`src/rtl/oh_clockdiv_ctrl.sv`:
```
// Reconfiguration sequencer for oh_clockdiv: gates the divider, lets the divided
// clock quiesce, loads the new divcfg and then restores the requested enable.
module oh_clockdiv_ctrl #(
    parameter int DW      = 4,
    parameter int SETTLE  = 256,
    parameter int EN_RST  = 1,
    parameter int DIV_RST = 0
) (
    input  logic          clk,
    input  logic          nreset,
    input  logic          access_in,
    input  logic [DW-1:0] divcfg_in,
    input  logic          en_in,
    output logic          wait_out,
    output logic          en_out,
    output logic [DW-1:0] divcfg_out,
    output logic          done_out
);

    localparam int CW = $clog2(SETTLE + 1);

    typedef enum logic [1:0] {IDLE, DRAIN, LOAD, DONE} state_t;

    state_t          state_q, state_d;
    logic [CW-1:0]   cnt_q, cnt_d;
    logic [DW-1:0]   cfg_q, cfg_d;
    logic            en_req_q, en_req_d;
    logic            en_out_q, en_out_d;
    logic [DW-1:0]   divcfg_q, divcfg_d;
    logic            done_q, done_d;
    logic            wait_q, wait_d;

    always_comb begin
        state_d  = state_q;
        cnt_d    = cnt_q;
        cfg_d    = cfg_q;
        en_req_d = en_req_q;
        en_out_d = en_out_q;
        divcfg_d = divcfg_q;
        done_d   = done_q;
        case (state_q)
            IDLE: begin
                if (access_in) begin
                    cfg_d    = divcfg_in;
                    en_req_d = en_in;
                    if (en_out_q) begin
                        state_d  = DRAIN;
                        en_out_d = 1'b0;
                        cnt_d    = CW'(SETTLE - 1);
                    end else begin
                        // divider already gated: nothing to drain
                        state_d  = LOAD;
                        divcfg_d = divcfg_in;
                    end
                end
            end
            DRAIN: begin
                if (cnt_q == '0) begin
                    state_d  = LOAD;
                    divcfg_d = cfg_q;
                end else begin
                    cnt_d = cnt_q - 1'b1;
                end
            end
            LOAD: begin
                state_d  = DONE;
                en_out_d = en_req_q;
                done_d   = 1'b1;
            end
            DONE: begin
                state_d = IDLE;
                done_d  = 1'b0;
            end
            default: state_d = IDLE;
        endcase
        wait_d = (state_d != IDLE);
    end

    always_ff @(posedge clk or negedge nreset) begin
        if (!nreset) begin
            state_q  <= IDLE;
            cnt_q    <= '0;
            cfg_q    <= '0;
            en_req_q <= 1'b0;
            en_out_q <= 1'(EN_RST);
            divcfg_q <= DW'(DIV_RST);
            done_q   <= 1'b0;
            wait_q   <= 1'b0;
        end else begin
            state_q  <= state_d;
            cnt_q    <= cnt_d;
            cfg_q    <= cfg_d;
            en_req_q <= en_req_d;
            en_out_q <= en_out_d;
            divcfg_q <= divcfg_d;
            done_q   <= done_d;
            wait_q   <= wait_d;
        end
    end

    assign wait_out   = wait_q;
    assign en_out     = en_out_q;
    assign divcfg_out = divcfg_q;
    assign done_out   = done_q;

endmodule

```
`config.mk`:
```
export PLATFORM = sky130hd
export DESIGN_NAME = oh_clockdiv_ctrl
export DESIGN_NICKNAME = d
export VERILOG_FILES = /design/src/rtl/oh_clockdiv_ctrl.sv
export SDC_FILE = /design/constraint.sdc
export NUM_CORES = 1
export LEC_CHECK = 0
export CORE_MARGIN = 2
export CORE_UTILIZATION = 64
export CTS_BUF_LIST = sky130_fd_sc_hd__clkbuf_2
export CTS_CLUSTER_SIZE = 30
export DETAILED_ROUTE_END_ITERATION = 7
export DONT_BUFFER_PORTS = 1
export PLACE_DENSITY = 0.88
export SLEW_MARGIN = 20
export SYNTH_ARGS = -nofsm -noshare
export SYNTH_HDL_FRONTEND = slang
export SYNTH_SLANG_ARGS = --single-unit
```
`constraint.sdc`:
```
create_clock -name clk -period 2.78 [get_ports clk]
set_clock_uncertainty 0.15 [all_clocks]
set_input_delay 0.417 -clock clk [delete_from_list [all_inputs] [get_ports clk]]
set_output_delay 0.417 -clock clk [all_outputs]
set_load 0.02 [all_outputs]
```
After elaboration in Yosys (flattened, before gate mapping)
Cells that the tools add are included.
Widths: inputs -> output; s select.
Storage, ports and cells
  register bits after elaboration: 23
  output and inout port bits: 7
  logic and storage cells: 42
Operators by class
  add/sub/neg operators: 1
  eq/ne operators: 8
  mux-type cells: 15
  reduce and logical (&&, ||, !) cells: 10
Operators with widths (count)
  $mux 9: 3
  $pmux 9 s2: 1
  $mux 4: 3
  $ne 2x2->1 const B: 5
  $logic_not 9->1: 1
  $sub 9x1->9 const B: 1
  $pmux 2 s4: 1
  $pmux 4 s2: 1
  $reduce_and 4->1: 2
  $reduce_bool 2->1: 4
  $mux 2: 3
  $eq 2x2->1 const B: 2
  $pmux 1 s2: 2
  $reduce_and 2->1: 2
  $eq 2x1->1 const B: 1
  $logic_not 2->1: 1
  $mux 1: 1

Logic depth before layout (Yosys ltp)
  depth in word-level cells: 4
  gate-level depth with buffers: 6

Least setup slack after synthesis
OpenSTA, ideal clock, no wires.
  path type: register to register
  start: reg cnt_q[0]
  end: reg cnt_q[2]
  arrival time: 1.764 ns
  required time: 2.492 ns
  path slack: 0.727 ns
  cell stages (with the launch flop): 7
  clock period less this slack: 2.053 ns
  cell sequence: dfrtp_1 -> inv_1 -> ha_1 -> or3b_2 -> o31a_4 -> o32ai_2 -> a31oi_1
On the way
  longest elaborated chain between the ends: 3
RTL lines
  from (decl): RTL line 25  | logic [CW-1:0] cnt_q, cnt_d;
  from (signal assigned): RTL line 91  | cnt_q <= cnt_d;
  $sub 9x1->9 or $logic_not 9->1 (tied branches): RTL line 62, 58
  $mux 9 or $ne 2x2->1 (tied branches)
  $pmux 9 s2 or $reduce_and 4->1 (tied branches)
Parallel ways exist; a longest one is shown, timed or not. The select of a mux whose other input is x is not followed.
A chain may end at the register's enable or synchronous reset.

Final worst setup path
  start: reg cnt_q[0]
  end: reg cnt_q[6]
The elaborated chain is that of the path after synthesis.

==> key figures <==
Final layout
  • Share of layout cells above drive strength 1: 20.2%
  • Final net count: 124
  • Commonest non-fill, non-tap cell in the layout: dfrtp_1
  • # fillers: 125
  • ANT cells: 0
  • Register area: 577 um2
  • Commonest non-fill, non-tap cells in the layout: 22 x dfrtp_1, 19 x nand2_1, 8 x mux2_2, 8 x nor2_1
  • Layout overhead on the synthesized area: 4.17%
  • Final core utilization: 69.6%
  • Multi-input logic area: 515 um2

Place
  • GP Congestion: 0.732
  • Post-DP HPWL: 1550 um
  • Port bufs: 0

STA
  • Max frequency: 458 MHz
  • Final setup fails: 0
  • Slew Limit Headroom: 61.7%
  • Slew Limit Fails: 0
  • Min Tclk post-route: 2.18 ns
  • Setup TNS: 0 ns
  • Final hold viol count: 0
  • Final Cycle Share: 78.5%
  • Worst Tran Pin Value: 0.570 ns
  • Unrepaired setup endpoints after global routing: no

Clock tree
  • Root Buffer: clkbuf_2
  • Clk buf depth: 2
  • Post-CTS setup buffer count: 0
  • Clock transition at path regs: 0.22 ns
  • Worst-Skew Late Latency: 0.33 ns
  • CTS H-Tree Depth: 1
  • Num CTS Buffers: 3
  • Post-CTS resize count: 0
  • CTS tree: built
  • Clock sink count: 23

Global route
  • Largest net degree at the start of global routing: 24
  • Vias in the first global route: 793
  • Gr usage total: 23.4%
  • First-pass GRT wire length: 3530 um
  • Initial antenna violation count: 0
  • Overflow after GRT: 0

Floorplan
  • Core area: 1710 um2
  • Initial Utilization: 66.8%
  • DIE HEIGHT: 46.2 um
  • # rows: 15
  • Width of the chip: 46.2 um
  • Die area: 2140 um2
  • IO Pins: 15

Power
  • Leak Pwr: 0.000488 uW
  • Peak VDD IR: 0.588 mV
  • Power per standard cell area: 1070 nW/um2

Synthesis
  • Synth unique cells: 32
  • Area share of the largest cell type after synthesis: 48.2%
  • Ys async rst share: 100%
  • Mapped Area: 1140 um2
  • Post-synthesis compound-gate area fraction: 17.1%
  • Cell taking the most area after synthesis: dfrtp_1
  • Post-synthesis xor/xnor area fraction: 0%
  • Top FF cell, synth: dfrtp_1
  • Post-Synth Adder-Cell Area: 1.10%
  • Mapped Cells: 112
  • Yosys reg bits: 23
  • Largest family of logic cells by synthesized area: simple AND/OR/NAND/NOR gates
  • Number of enable flip-flop cells after synthesis: 0
  • Syn. warnings: 0
  • Register area share after synthesis: 50.5%
  • Largest cells by area after synthesis: dfrtp_1 48%, mux2_2 7.9%, nand2_1 6.3%, a21oi_1 2.6%, o21ai_0 2.6%
  • Avg Inst Size Synth: 10.2 um2
  • Multiplexer share of the synthesized area: 7.89%
  • Synth Area in Simple Gates: 19.1%
  • Net count after synthesis: 121

Routing
  • M1 wire length: 853 um
  • Detail Route Antenna Nets: 0
  • Met2 wire length: 1070 um
  • Met3 WL post-DR: 127 um
  • DR iter-0 viols: 16
  • Detailed-route wire length per cell: 14.8 um
  • Via density per instance: 5.94
  • Top layer used by detailed routing: met4
  • Routed WL: 2060 um
  • Drt drc: 0
  • DRT Pass-1 Iters: 4
  • Via count: 826

Setup path
  • Crit start category: flop
  • Reg2reg start: cnt_q[0]
  • Worst endpoint required time: 2.85 ns
  • Critical path peak fanout: 8
  • Worst Setup Path Type: reg2reg
  • Crit path arrival time: 2.26 ns
  • Worst Setup SP: cnt_q[0]
  • Crit. End Element: flop

Hold path
  • Worst hold path type: in2reg
  • Hold path startpoint: en_in

Run status
  • Outcome: complete, no violations

Flow run
  • Max Cap Violations: 0
[metrics by stage]
step | worst slack, ns | total power (uW) | hold WS, ns | std cells | area, um2
6_report | 0.597 | 1270 | 0.0518 | 139 | 1190
5_1_grt | 0.459 | 1380 | 0.0330 | 139 | 1190
4_1_cts | 0.598 | 1280 | 0.0457 | 138 | 1180
3_5_place_dp | 0.614 | 1140 | -0.0281 | 133 | 1150
3_3_place_gp | 0.676 | 1100 | -0.0281 | 133 | 1150
2_1_floorplan | 0.727 | 1030 | -0.0286 | 112 | 1140
[synthesized netlist by cell type (all sizes together), types with 2 or more instances]
cell type and n:
dfrtp 22, inv 6, nor2 9, a21oi 6
nor3b 2, nor4 2, a31oi 2, nand2b 2
mux2 8, o21ai 6, or4 2, o31ai 5
nand2 19, nor3 5, clkbuf 4
[critical path, stage by stage (launching register included)]
cell and delay (ns):
dfrtp_1 0.44, inv_1 0.10, ha_1 0.21, or3b_2 0.53
o31a_4 0.35, nor2_2 0.20, o31ai_1 0.11
[report_power, final]
part / internal, uW / leakage, uW / switching [uW]
clock: 32.6 / 0.0000164 / 101
sequential: 473 / 0.000259 / 197
combinational: 218 / 0.000212 / 245
total: 724 / 0.000488 / 543
[final cells by class]
type	instances	area share [%]
inverters	6	1.89
repair buffers	3	1.89
well taps	25	2.63
flip-flops and latches	23	48.5
clock buffers	3	1.26
multi-input cells	78	43.4
clock inverters	1	0.421
[kinds of logic (layout without fill, tap and decap cells)]
logic type	after synthesis	count (layout)
buf+inv	11	13
simple gates	43	43
flops	23	23
compound gates	26	26
fa+ha+maj	1	1
mux	8	8
[layer usage]
| metal | GRT usage (%) | vias to the layer above |
|---|---|---|
| met5 | 0 | - |
| met4 | 7.43 | 0 |
| met3 | 3.92 | 2 |
| met2 | 40.6 | 24 |
| met1 | 29.4 | 403 |
| li1 | - | 397 |
[state kept, by name (all words and copies together) (netlist names)]
register / flops
state_q: 2
cnt_q: 9
en_out: 1
done_out: 1
wait_out: 1
en_req_q: 1
cfg_q: 4
divcfg_out: 4
[final timing paths]
path,to,slack [ns],cells after the start
hold reg to reg,en_out,0.36,2
max in group asynchronous,en_out,1.74,2
min in group asynchronous,wait_out,0.39,2
setup / recovery,cnt_q[6],0.60,6
hold / removal,en_req_q,0.05,2
setup reg to reg,cnt_q[6],0.60,6
[what timing repair did]
action,4_1_cts,5_1_grt
endpoints found under the hold margin,23,22
endpoints found under the setup margin,0,0
hold buffers,1,1
No activity file was read; power rests on OpenSTA's default activity.
